**config.mk**
```make
export PLATFORM = sky130hd
export DESIGN_NAME = id_stage
export DESIGN_NICKNAME = d
export VERILOG_FILES = /design/src/rtl/id_stage_pkg.sv /design/src/rtl/id_stage_register_file.sv /design/src/rtl/id_stage.sv
export SDC_FILE = /design/constraint.sdc
export NUM_CORES = 2
export LEC_CHECK = 0
export BUFFER_PORTS_ARGS = -buffer_cell sky130_fd_sc_hd__buf_2
export CORE_UTILIZATION = 30
export CTS_BUF_LIST = sky130_fd_sc_hd__clkbuf_8
export CTS_CLUSTER_SIZE = 40
export DETAILED_ROUTE_END_ITERATION = 16
export GPL_ROUTABILITY_DRIVEN = 0
export PLACE_DENSITY = 0.56
export SYNTH_ARGS = -nofsm -noshare
export SYNTH_HDL_FRONTEND = slang
export SYNTH_SLANG_ARGS = --single-unit
```
**constraint.sdc**
```tcl
create_clock -name clk -period 2.35 [get_ports clk]
set_clock_uncertainty 0.1 [all_clocks]
set_input_delay 0.235 -clock clk [delete_from_list [all_inputs] [get_ports clk]]
set_output_delay 0.235 -clock clk [all_outputs]
set_load 0.005 [all_outputs]
```
**src/rtl/id_stage_pkg.sv**
```systemverilog
// Shared RV32I decode definitions for the ID stage: opcodes, ALU-class encodings,
// the canonical NOP, the control bundle and the decode/immediate helpers.
package id_stage_pkg;

    localparam logic [6:0] OP_R      = 7'b0110011;
    localparam logic [6:0] OP_IMM    = 7'b0010011;
    localparam logic [6:0] OP_LOAD   = 7'b0000011;
    localparam logic [6:0] OP_STORE  = 7'b0100011;
    localparam logic [6:0] OP_BRANCH = 7'b1100011;

    localparam logic [1:0] ULA_ADD = 2'b00;
    localparam logic [1:0] ULA_BR  = 2'b01;
    localparam logic [1:0] ULA_R   = 2'b10;
    localparam logic [1:0] ULA_I   = 2'b11;

    localparam logic [31:0] NOP_INSTR = 32'h0000_0013;

    typedef struct packed {
        logic       reg_write;
        logic       mem_read;
        logic       mem_write;
        logic       mem_to_reg;
        logic       ula_src;
        logic       branch;
        logic [1:0] ula_op;
    } ctrl_t;

    function automatic ctrl_t decode_ctrl(input logic [6:0] opcode);
        ctrl_t c;
        case (opcode)
            OP_R:      c = '{1'b1, 1'b0, 1'b0, 1'b0, 1'b0, 1'b0, ULA_R};
            OP_IMM:    c = '{1'b1, 1'b0, 1'b0, 1'b0, 1'b1, 1'b0, ULA_I};
            OP_LOAD:   c = '{1'b1, 1'b1, 1'b0, 1'b1, 1'b1, 1'b0, ULA_ADD};
            OP_STORE:  c = '{1'b0, 1'b0, 1'b1, 1'b0, 1'b1, 1'b0, ULA_ADD};
            OP_BRANCH: c = '{1'b0, 1'b0, 1'b0, 1'b0, 1'b0, 1'b1, ULA_BR};
            default:   c = '{1'b0, 1'b0, 1'b0, 1'b0, 1'b0, 1'b0, 2'b00};
        endcase
        return c;
    endfunction

    function automatic logic [31:0] gen_imm(input logic [31:0] instr);
        logic [31:0] imm;
        case (instr[6:0])
            OP_IMM, OP_LOAD: imm = {{20{instr[31]}}, instr[31:20]};
            OP_STORE:        imm = {{20{instr[31]}}, instr[31:25], instr[11:7]};
            OP_BRANCH:       imm = {{19{instr[31]}}, instr[31], instr[7],
                                    instr[30:25], instr[11:8], 1'b0};
            default:         imm = 32'd0;
        endcase
        return imm;
    endfunction

endpackage

```
**src/rtl/id_stage_register_file.sv**
```systemverilog
// 32x32 register file: two combinational read ports with write-through bypass,
// one synchronous write port, x0 hardwired to zero.
module register_file (
    input  logic        clk,
    input  logic        rst_n,
    input  logic [4:0]  rd_addr1,
    input  logic [4:0]  rd_addr2,
    input  logic        wr_en,
    input  logic [4:0]  wr_addr,
    input  logic [31:0] wr_data,
    output logic [31:0] rd_data1,
    output logic [31:0] rd_data2
);

    logic [31:0] regs_r [32];

    // Storage; writes aimed at x0 are dropped
    always_ff @(posedge clk or negedge rst_n) begin
        if (!rst_n) begin
            for (int i = 0; i < 32; i++) begin
                regs_r[i] <= 32'd0;
            end
        end else if (wr_en && (wr_addr != 5'd0)) begin
            regs_r[wr_addr] <= wr_data;
        end
    end

    // Read port 1 with same-cycle write-back forwarding
    always_comb begin
        if (rd_addr1 == 5'd0) begin
            rd_data1 = 32'd0;
        end else if (wr_en && (wr_addr == rd_addr1)) begin
            rd_data1 = wr_data;
        end else begin
            rd_data1 = regs_r[rd_addr1];
        end
    end

    // Read port 2 with same-cycle write-back forwarding
    always_comb begin
        if (rd_addr2 == 5'd0) begin
            rd_data2 = 32'd0;
        end else if (wr_en && (wr_addr == rd_addr2)) begin
            rd_data2 = wr_data;
        end else begin
            rd_data2 = regs_r[rd_addr2];
        end
    end

endmodule

```
**src/rtl/id_stage.sv**
```systemverilog
// RV32I instruction-decode stage: IF/ID register, register file, control decode,
// immediate generation and load-use hazard detection feeding ID/EX.
module id_stage
    import id_stage_pkg::*;
(
    input  logic        clk,
    input  logic        rst_n,
    input  logic [31:0] if_pc,
    input  logic [31:0] if_pc_plus_4,
    input  logic [31:0] if_instr,
    input  logic        flush,
    input  logic        idex_MemRead,
    input  logic [4:0]  idex_rd,
    input  logic        wb_RegWrite,
    input  logic [4:0]  wb_rd,
    input  logic [31:0] wb_data,
    output logic        pc_write,
    output logic        ControlMux,
    output logic [31:0] ifid_pc,
    output logic [31:0] ifid_pc_plus_4,
    output logic [31:0] id_reg_data1,
    output logic [31:0] id_reg_data2,
    output logic [31:0] id_immediate,
    output logic [4:0]  ifid_rs1,
    output logic [4:0]  ifid_rs2,
    output logic [4:0]  ifid_rd,
    output logic [2:0]  ifid_funct3,
    output logic        ifid_funct7_bit5,
    output logic        id_RegWrite,
    output logic        id_MemRead,
    output logic        id_MemWrite,
    output logic        id_MemtoReg,
    output logic        id_ULASrc,
    output logic        id_Branch,
    output logic [1:0]  id_ULAOp
);

    logic [31:0] ifid_instr_r;
    logic [31:0] ifid_pc_r;
    logic [31:0] ifid_pc_plus_4_r;
    logic [6:0]  opcode_s;
    logic [4:0]  rs1_s;
    logic [4:0]  rs2_s;
    logic        reads_rs2_s;
    logic        load_use_s;
    logic        stall_s;
    ctrl_t       ctrl_s;

    assign opcode_s = ifid_instr_r[6:0];
    assign rs1_s    = ifid_instr_r[19:15];
    assign rs2_s    = ifid_instr_r[24:20];

    // Load-use: a load in EX targets a register this instruction actually reads
    always_comb begin
        case (opcode_s)
            OP_R, OP_STORE, OP_BRANCH: reads_rs2_s = 1'b1;
            default:                   reads_rs2_s = 1'b0;
        endcase
        if (idex_MemRead && (idex_rd != 5'd0) &&
            ((idex_rd == rs1_s) || ((idex_rd == rs2_s) && reads_rs2_s))) begin
            load_use_s = 1'b1;
        end else begin
            load_use_s = 1'b0;
        end
    end

    // A taken branch squashes IF/ID, so it cancels any stall request
    assign stall_s    = load_use_s & ~flush;
    assign pc_write   = ~stall_s;
    assign ControlMux = load_use_s | flush;

    // IF/ID pipeline register: flush beats stall beats load
    always_ff @(posedge clk or negedge rst_n) begin
        if (!rst_n) begin
            ifid_instr_r     <= NOP_INSTR;
            ifid_pc_r        <= 32'd0;
            ifid_pc_plus_4_r <= 32'd0;
        end else if (flush) begin
            ifid_instr_r     <= NOP_INSTR;
            ifid_pc_r        <= 32'd0;
            ifid_pc_plus_4_r <= 32'd0;
        end else if (!stall_s) begin
            ifid_instr_r     <= if_instr;
            ifid_pc_r        <= if_pc;
            ifid_pc_plus_4_r <= if_pc_plus_4;
        end
    end

    register_file u_register_file (
        .clk      (clk),
        .rst_n    (rst_n),
        .rd_addr1 (rs1_s),
        .rd_addr2 (rs2_s),
        .wr_en    (wb_RegWrite),
        .wr_addr  (wb_rd),
        .wr_data  (wb_data),
        .rd_data1 (id_reg_data1),
        .rd_data2 (id_reg_data2)
    );

    assign ctrl_s       = decode_ctrl(opcode_s);
    assign id_immediate = gen_imm(ifid_instr_r);

    assign ifid_pc          = ifid_pc_r;
    assign ifid_pc_plus_4   = ifid_pc_plus_4_r;
    assign ifid_rs1         = rs1_s;
    assign ifid_rs2         = rs2_s;
    assign ifid_rd          = ifid_instr_r[11:7];
    assign ifid_funct3      = ifid_instr_r[14:12];
    assign ifid_funct7_bit5 = ifid_instr_r[30];

    assign id_RegWrite = ctrl_s.reg_write;
    assign id_MemRead  = ctrl_s.mem_read;
    assign id_MemWrite = ctrl_s.mem_write;
    assign id_MemtoReg = ctrl_s.mem_to_reg;
    assign id_ULASrc   = ctrl_s.ula_src;
    assign id_Branch   = ctrl_s.branch;
    assign id_ULAOp    = ctrl_s.ula_op;

endmodule

```
After elaboration in Yosys (flattened, before gate mapping)
Index checks and enable logic that the tools add are counted.

word-level totals
  register bits = 1,120
  input bits = 143
  output and inout bits = 189
  logic and storage cells = 93

operators by class
  magnitude comparators = 4
  equality and inequality tests = 10
  muxes and demuxes = 23
  bitwise logic cells = 7
  reductions and logical operators = 14

operators with widths
  cell                                                                           count
  1024-bit bitwise mux                                                           1
  32-bit 2-to-1 mux                                                              15
  32-bit binary-select mux with 5-bit select                                     2
  32-bit demux with 5-bit select                                                 1
  32-bit one-hot mux with 3 select lines                                         1
  8-bit one-hot mux with 5 select lines                                          1
  5-bit == test                                                                  4
  6-bit >= comparator (second input constant)                                    3
  5-bit NOT with 6-bit output                                                    3
  7-bit by 6-bit == test with 1-bit output (second input constant)               2
  5-bit zero test                                                                2
  5-bit nonzero test                                                             2
  7-bit by 2-bit == test with 1-bit output (second input constant)               1
  7-bit by 5-bit == test with 1-bit output (second input constant)               1
  7-bit == test (second input constant)                                          1
  1-bit logical AND                                                              7
  6-bit by 1-bit less-than comparator with 1-bit output (second input constant)  1
  3-bit OR reduction                                                             1
  1-bit 2-to-1 mux                                                               2
  2-bit inequality test (second input constant)                                  1
  1-bit NOT                                                                      2
  2-bit OR reduction                                                             1
  1-bit AND                                                                      1
  1-bit logical OR                                                               1
  1-bit bitwise OR                                                               1

Logic depth before layout (Yosys ltp)
  depth after elaboration = 10
  gate-level depth with buffers = 9
  gate-level depth less buffers = 6

Cells and area by module
From an unflattened synthesis, not the netlist that was laid out.

second synthesis, totals
  cells, all modules = 4,370
  area total of the unflattened synthesis = 60,543.1 um^2

by module, submodules not included
  module         times used  cells an instance  area an instance (um^2)  seq. area each (um^2)
  register_file  1           3,866              55,169.2                 25,624.6
  id_stage       1           504                5,373.9                  2,406.1

Least setup slack after synthesis
No wires, ideal clock.

  path type = register to output
  start point = register ifid_instr_r[1]
  end point = output port id_immediate[13]
  data arrival time = 2.186 ns
  required time = 2.015 ns
  path slack = -0.171 ns
  cell stages (with the launch flop) = 6
  buffers on the path = 1
  cell sequence = dfstp_2 nand3_2 nor3_1 nor2_1 nor2b_1 buf_4

between the ends
  cells in the longest elaborated chain, start to end = 3
  elaborated cells between the ends (all ways) = 6
  those cells by class = eq/ne: 4; mux: 1; reduce/logical: 1

RTL lines
  item                                                                                                  RTL line            source
  start, declared                                                                                       id_stage.sv:38      logic [31:0] ifid_instr_r;
  start signal, assigned                                                                                id_stage.sv:83      ifid_instr_r <= if_instr;
  7-bit by 5-bit == test with 1-bit output or 7-bit by 2-bit == test with 1-bit output (tied branches)  id_stage_pkg.sv:43  case (instr[6:0])
  2-bit OR reduction                                                                                    id_stage_pkg.sv:43
  32-bit one-hot mux with 3 select lines *                                                              id_stage_pkg.sv:43
  end, declared                                                                                         id_stage.sv:23      output logic [31:0] id_immediate,

Mark *: on every way between the ends. The rest lies on a longest branch, timed or not.

Worst setup path after layout
  start point = register ifid_instr_r[15]
  end point = output port id_reg_data1[23]

between the ends
  cells in the longest elaborated chain, start to end = 6
  elaborated cells between the ends (all ways) = 9
  those cells by class = eq/ne: 1; mux: 5; bitwise: 1; reduce/logical: 2

RTL lines
  item                                                   RTL line                      source
  5-bit NOT with 6-bit output (not written as such)      id_stage_register_file.sv:35  rd_data1 = regs_r[rd_addr1];
  32-bit binary-select mux with 5-bit select             id_stage_register_file.sv:35
  32-bit 2-to-1 mux (not written as such) (2 in series)  id_stage_register_file.sv:35
  32-bit 2-to-1 mux                                      id_stage_register_file.sv:32  end else if (wr_en && (wr_addr == rd_addr1)) begin
  32-bit 2-to-1 mux *                                    id_stage_register_file.sv:30  if (rd_addr1 == 5'd0) begin
  end, declared                                          id_stage.sv:21                output logic [31:0] id_reg_data1,

Mark *: on every way between the ends. The rest lies on a longest branch, timed or not. The select of a mux whose other input is x is not followed.

==> metrics.md <==
| Metric | Value |
|---|---|
| Post-synth top area share | 0.472 |
| Largest net degree at the start of global routing | 127 |
| Initial antenna violation count | 8 |
| Grt total ovfl | 0 |
| CP Class | reg -> out |
| Leakage | 34.4 nW |
| Clock sink total | 1,120 |
| VDD IR max | 0.633 mV |
| #FFs+latches synth | 1,120 |
| Min Tclk post-route | 3.78 ns |
| P_int | 39.8 mW |
| EDFF count, synth | 0 |
| Tcrit/Tclk final | 1.61 |
| Synth cell types | 61 |
| Pwr Total | 57.0 mW |
| Final Hold Fails | 0 |
| Die height | 446 um |
| I/O pins | 332 |
| FILL cells | 17,851 |
| Post-Syn Nets | 4,341 |
| Setup WS post-layout | -1.43 ns |
| Area Growth Syn to Fin | 34.3% |
| Vias in the first global route | 44,954 |
| Run status | complete, but fails checks |
| Hpwl dp | 147 mm |
| Total number of vias | 44,380 |
| Final setup viols | 208 |
| Logic pwr share | 0.240 |
| CTS tree | built |
| Std-Cell Rows | 162 |
| Max Cap Violations | 0 |
| Initial Util | 0.303 |
| Num CTS Buffers | 194 |
| FMAX | 264 MHz |
| Placeable Area | 196,000 um^2 |
| H-tree Lvls | 4 |
| Antenna viol nets, final | 0 |
| Commonest non-fill, non-tap cell in the layout | dfrtp_1 |
| Register area share after synthesis | 0.473 |
| Mapped Area | 59,300 um^2 |
| Critical R2R Capture | ifid_pc_plus_4[29] |
| Worst Path Required | 2.02 ns |
| Nets | 5,317 |
| Sw Ratio | 0.302 |
| Final Instance Count excl. Fillers | 7,961 |
| DRC Markers | 0 |
| Clk pwr share | 0.315 |
| Hold Path Class | in -> reg |
| Die Width | 446 um |
| Max-slew violation count | 0 |
| NetSw | 17.2 mW |
| Global-route wire length before repair | 336 mm |
| Synth async-reset ratio | 1.00 |
| Worst slew margin | 0.506 |
| Synth top area cells | dfrtp_1, mux2_2, mux4_2 |
| Multi-input gate area in the final layout | 30,700 um^2 |
| Via-to-Cell Ratio | 5.57 |
| Avg Cell Area, Syn | 14.1 um^2 |
| Total negative slack | -173.33 ns |
| Routed WL | 240 mm |
| Avg WL per Cell | 30.1 um |
| Clock-pin slew on the worst setup and hold paths | 0.06 ns |
| Final non-filler cell area | 79,600 um^2 |
| Maximum clock path buffer count | 3 |
| Overall routing resource usage | 0.234 |
| R2R Setup Slk | -0.93 ns |
| Worst setup EP type | output pin |
| Worst slack, placed | -0.730 ns |
| Reg power frac | 0.446 |
| Reg area | 28,100 um^2 |
| Iteration-0 DRC Markers | 4,334 |
| WHS | 0.0688 ns |
| RR Startpoint | ifid_instr_r[21] |
| Die area | 199,000 um^2 |
| Worst skew pair latency | 1.00 ns |
| Main synth FF type | dfrtp_1 |
| Setup crit start | ifid_instr_r[15] |
| Commonest non-fill, non-tap cells in the layout | dfrtp_1, mux2_2, mux4_2 |
| Synth area leader | dfrtp_1 |
| Crit path launch type | flip-flop |
| Crit path arrival time | 3.45 ns |
| Cells after Synth | 4,198 |
| PwrDens | 717 nW/um^2 |
| Placed inst area | 68,100 um^2 |
| DP Cell Count | 7,168 |
| Final core utilization | 0.407 |
| Unrepaired setup endpoints after global routing | true |
| Worst slew pin tran | 0.741 ns |
| Layout cells sized above 1 | 0.593 |
| Failing checks | negative setup slack |
| Root buffer cell | clkbuf_8 |
| Reg2Reg Depth | 17 |
| IO Port Bufs | 331 |
| Crit path max fanout | 8 |
| Setup crit end | id_reg_data1[23] |
| Yosys warning total | 0 |
| DRT Pass-1 Iters | 5 |
[metal layers]
metal,vias to the layer above,part of all wire,track usage
met3,578,0.073,0.0405
met4,0,0.057,0.118
met2,2149,0.47,0.378
met1,23668,0.40,0.301
li1,17985,-,-
met5,-,0,0
[sequential cells by signal (all words and copies together), names as in the netlist]
signal and flops:
u_register_file.regs_r 1024, ifid_instr_r 32, ifid_pc 32, ifid_pc_plus_4 32
[how the worst min path moves through the flow]
| stage | to | start | cells past startpoint | slack, ns |
|---|---|---|---|---|
| floorplan | ifid_instr_r[10] | rst_n | 0 | -0.16 |
| global placement | u_register_file.regs_r[1022] | rst_n | 1 | 0.05 |
| global route | u_register_file.regs_r[330] | wb_data[10] | 3 | 0.06 |
| CTS | u_register_file.regs_r[87] | wb_data[23] | 3 | 0.003 |
| finish | u_register_file.regs_r[362] | wb_data[10] | 3 | 0.07 |
| detailed placement | u_register_file.regs_r[862] | rst_n | 1 | 0.05 |
[synth_stat cells, types with 10 or more instances]
cell      number
mux4_2       408
nor2_1       189
buf_12        10
buf_2        101
a211oi_1      49
a32o_1        32
o221ai_1      32
buf_6         12
a22o_1        34
buf_1         66
nor2b_1       32
a22oi_1       88
mux2_2      1032
dfrtp_1     1117
o22ai_1       65
mux2i_1      274
buf_4         63
nor4_1        22
a21oi_1       47
clkbuf_1     246
xnor2_1       11
o21ai_0       25
nor3_1        45
nand2_1       95
a211o_1       11
[final cells by class]
cell class                      instances  share of cell area
Antenna cell                            5            0.000157
Timing Repair Buffer                 1278               0.171
Clock inverter                        120             0.00780
Inverter                                3            0.000220
Clock buffer                          234              0.0405
Sequential cell                      1120               0.352
Tap cell                             2624              0.0412
Multi-Input combinational cell       2577               0.386
[worst max-delay path, stage by stage (launching register included)]
cell,delay [ns]
dfrtp_4,0.46
buf_12,0.19
buf_16,0.18
buf_16,0.16
buf_4,0.12
mux4_2,0.50
a22o_1,0.27
nor2_2,0.14
nor2_1,0.06
a211o_1,0.25
buf_2,0.14
[repair_timing]
item,CTS,global route
pin swaps,130,173
gates cloned,34,19
endpoints found under the setup margin,208,208
hold buffers,222,0
buffers inserted,106,81
gates resized for setup,359,294
endpoints found under the hold margin,2208,0
[logic make-up (layout without fill, tap and decap cells)]
group	Yosys count	after routing	share of synthesized area
multiplexers	1714	1714	0.397
flip-flops	1120	1120	0.473
buffers and inverters	501	1635	0.0421
AND/OR/NAND/NOR	428	428	0.0327
AO/OA/AOI/OAI	415	415	0.0517
XOR/XNOR	20	20	0.00296
other	0	5	0
[power groups by stage]
stage | logic, mW | registers [mW] | clock network [mW]
final | 13.7 | 25.4 | 18.0
after global routing | 14.5 | 25.8 | 19.1
after CTS | 13.1 | 25.2 | 18.3
after detailed placement | 11.8 | 25.6 | 0
after global placement | 11.6 | 25.4 | 0
after floorplan | 8.03 | 24.6 | 0
No activity file was read; power rests on OpenSTA's default activity.
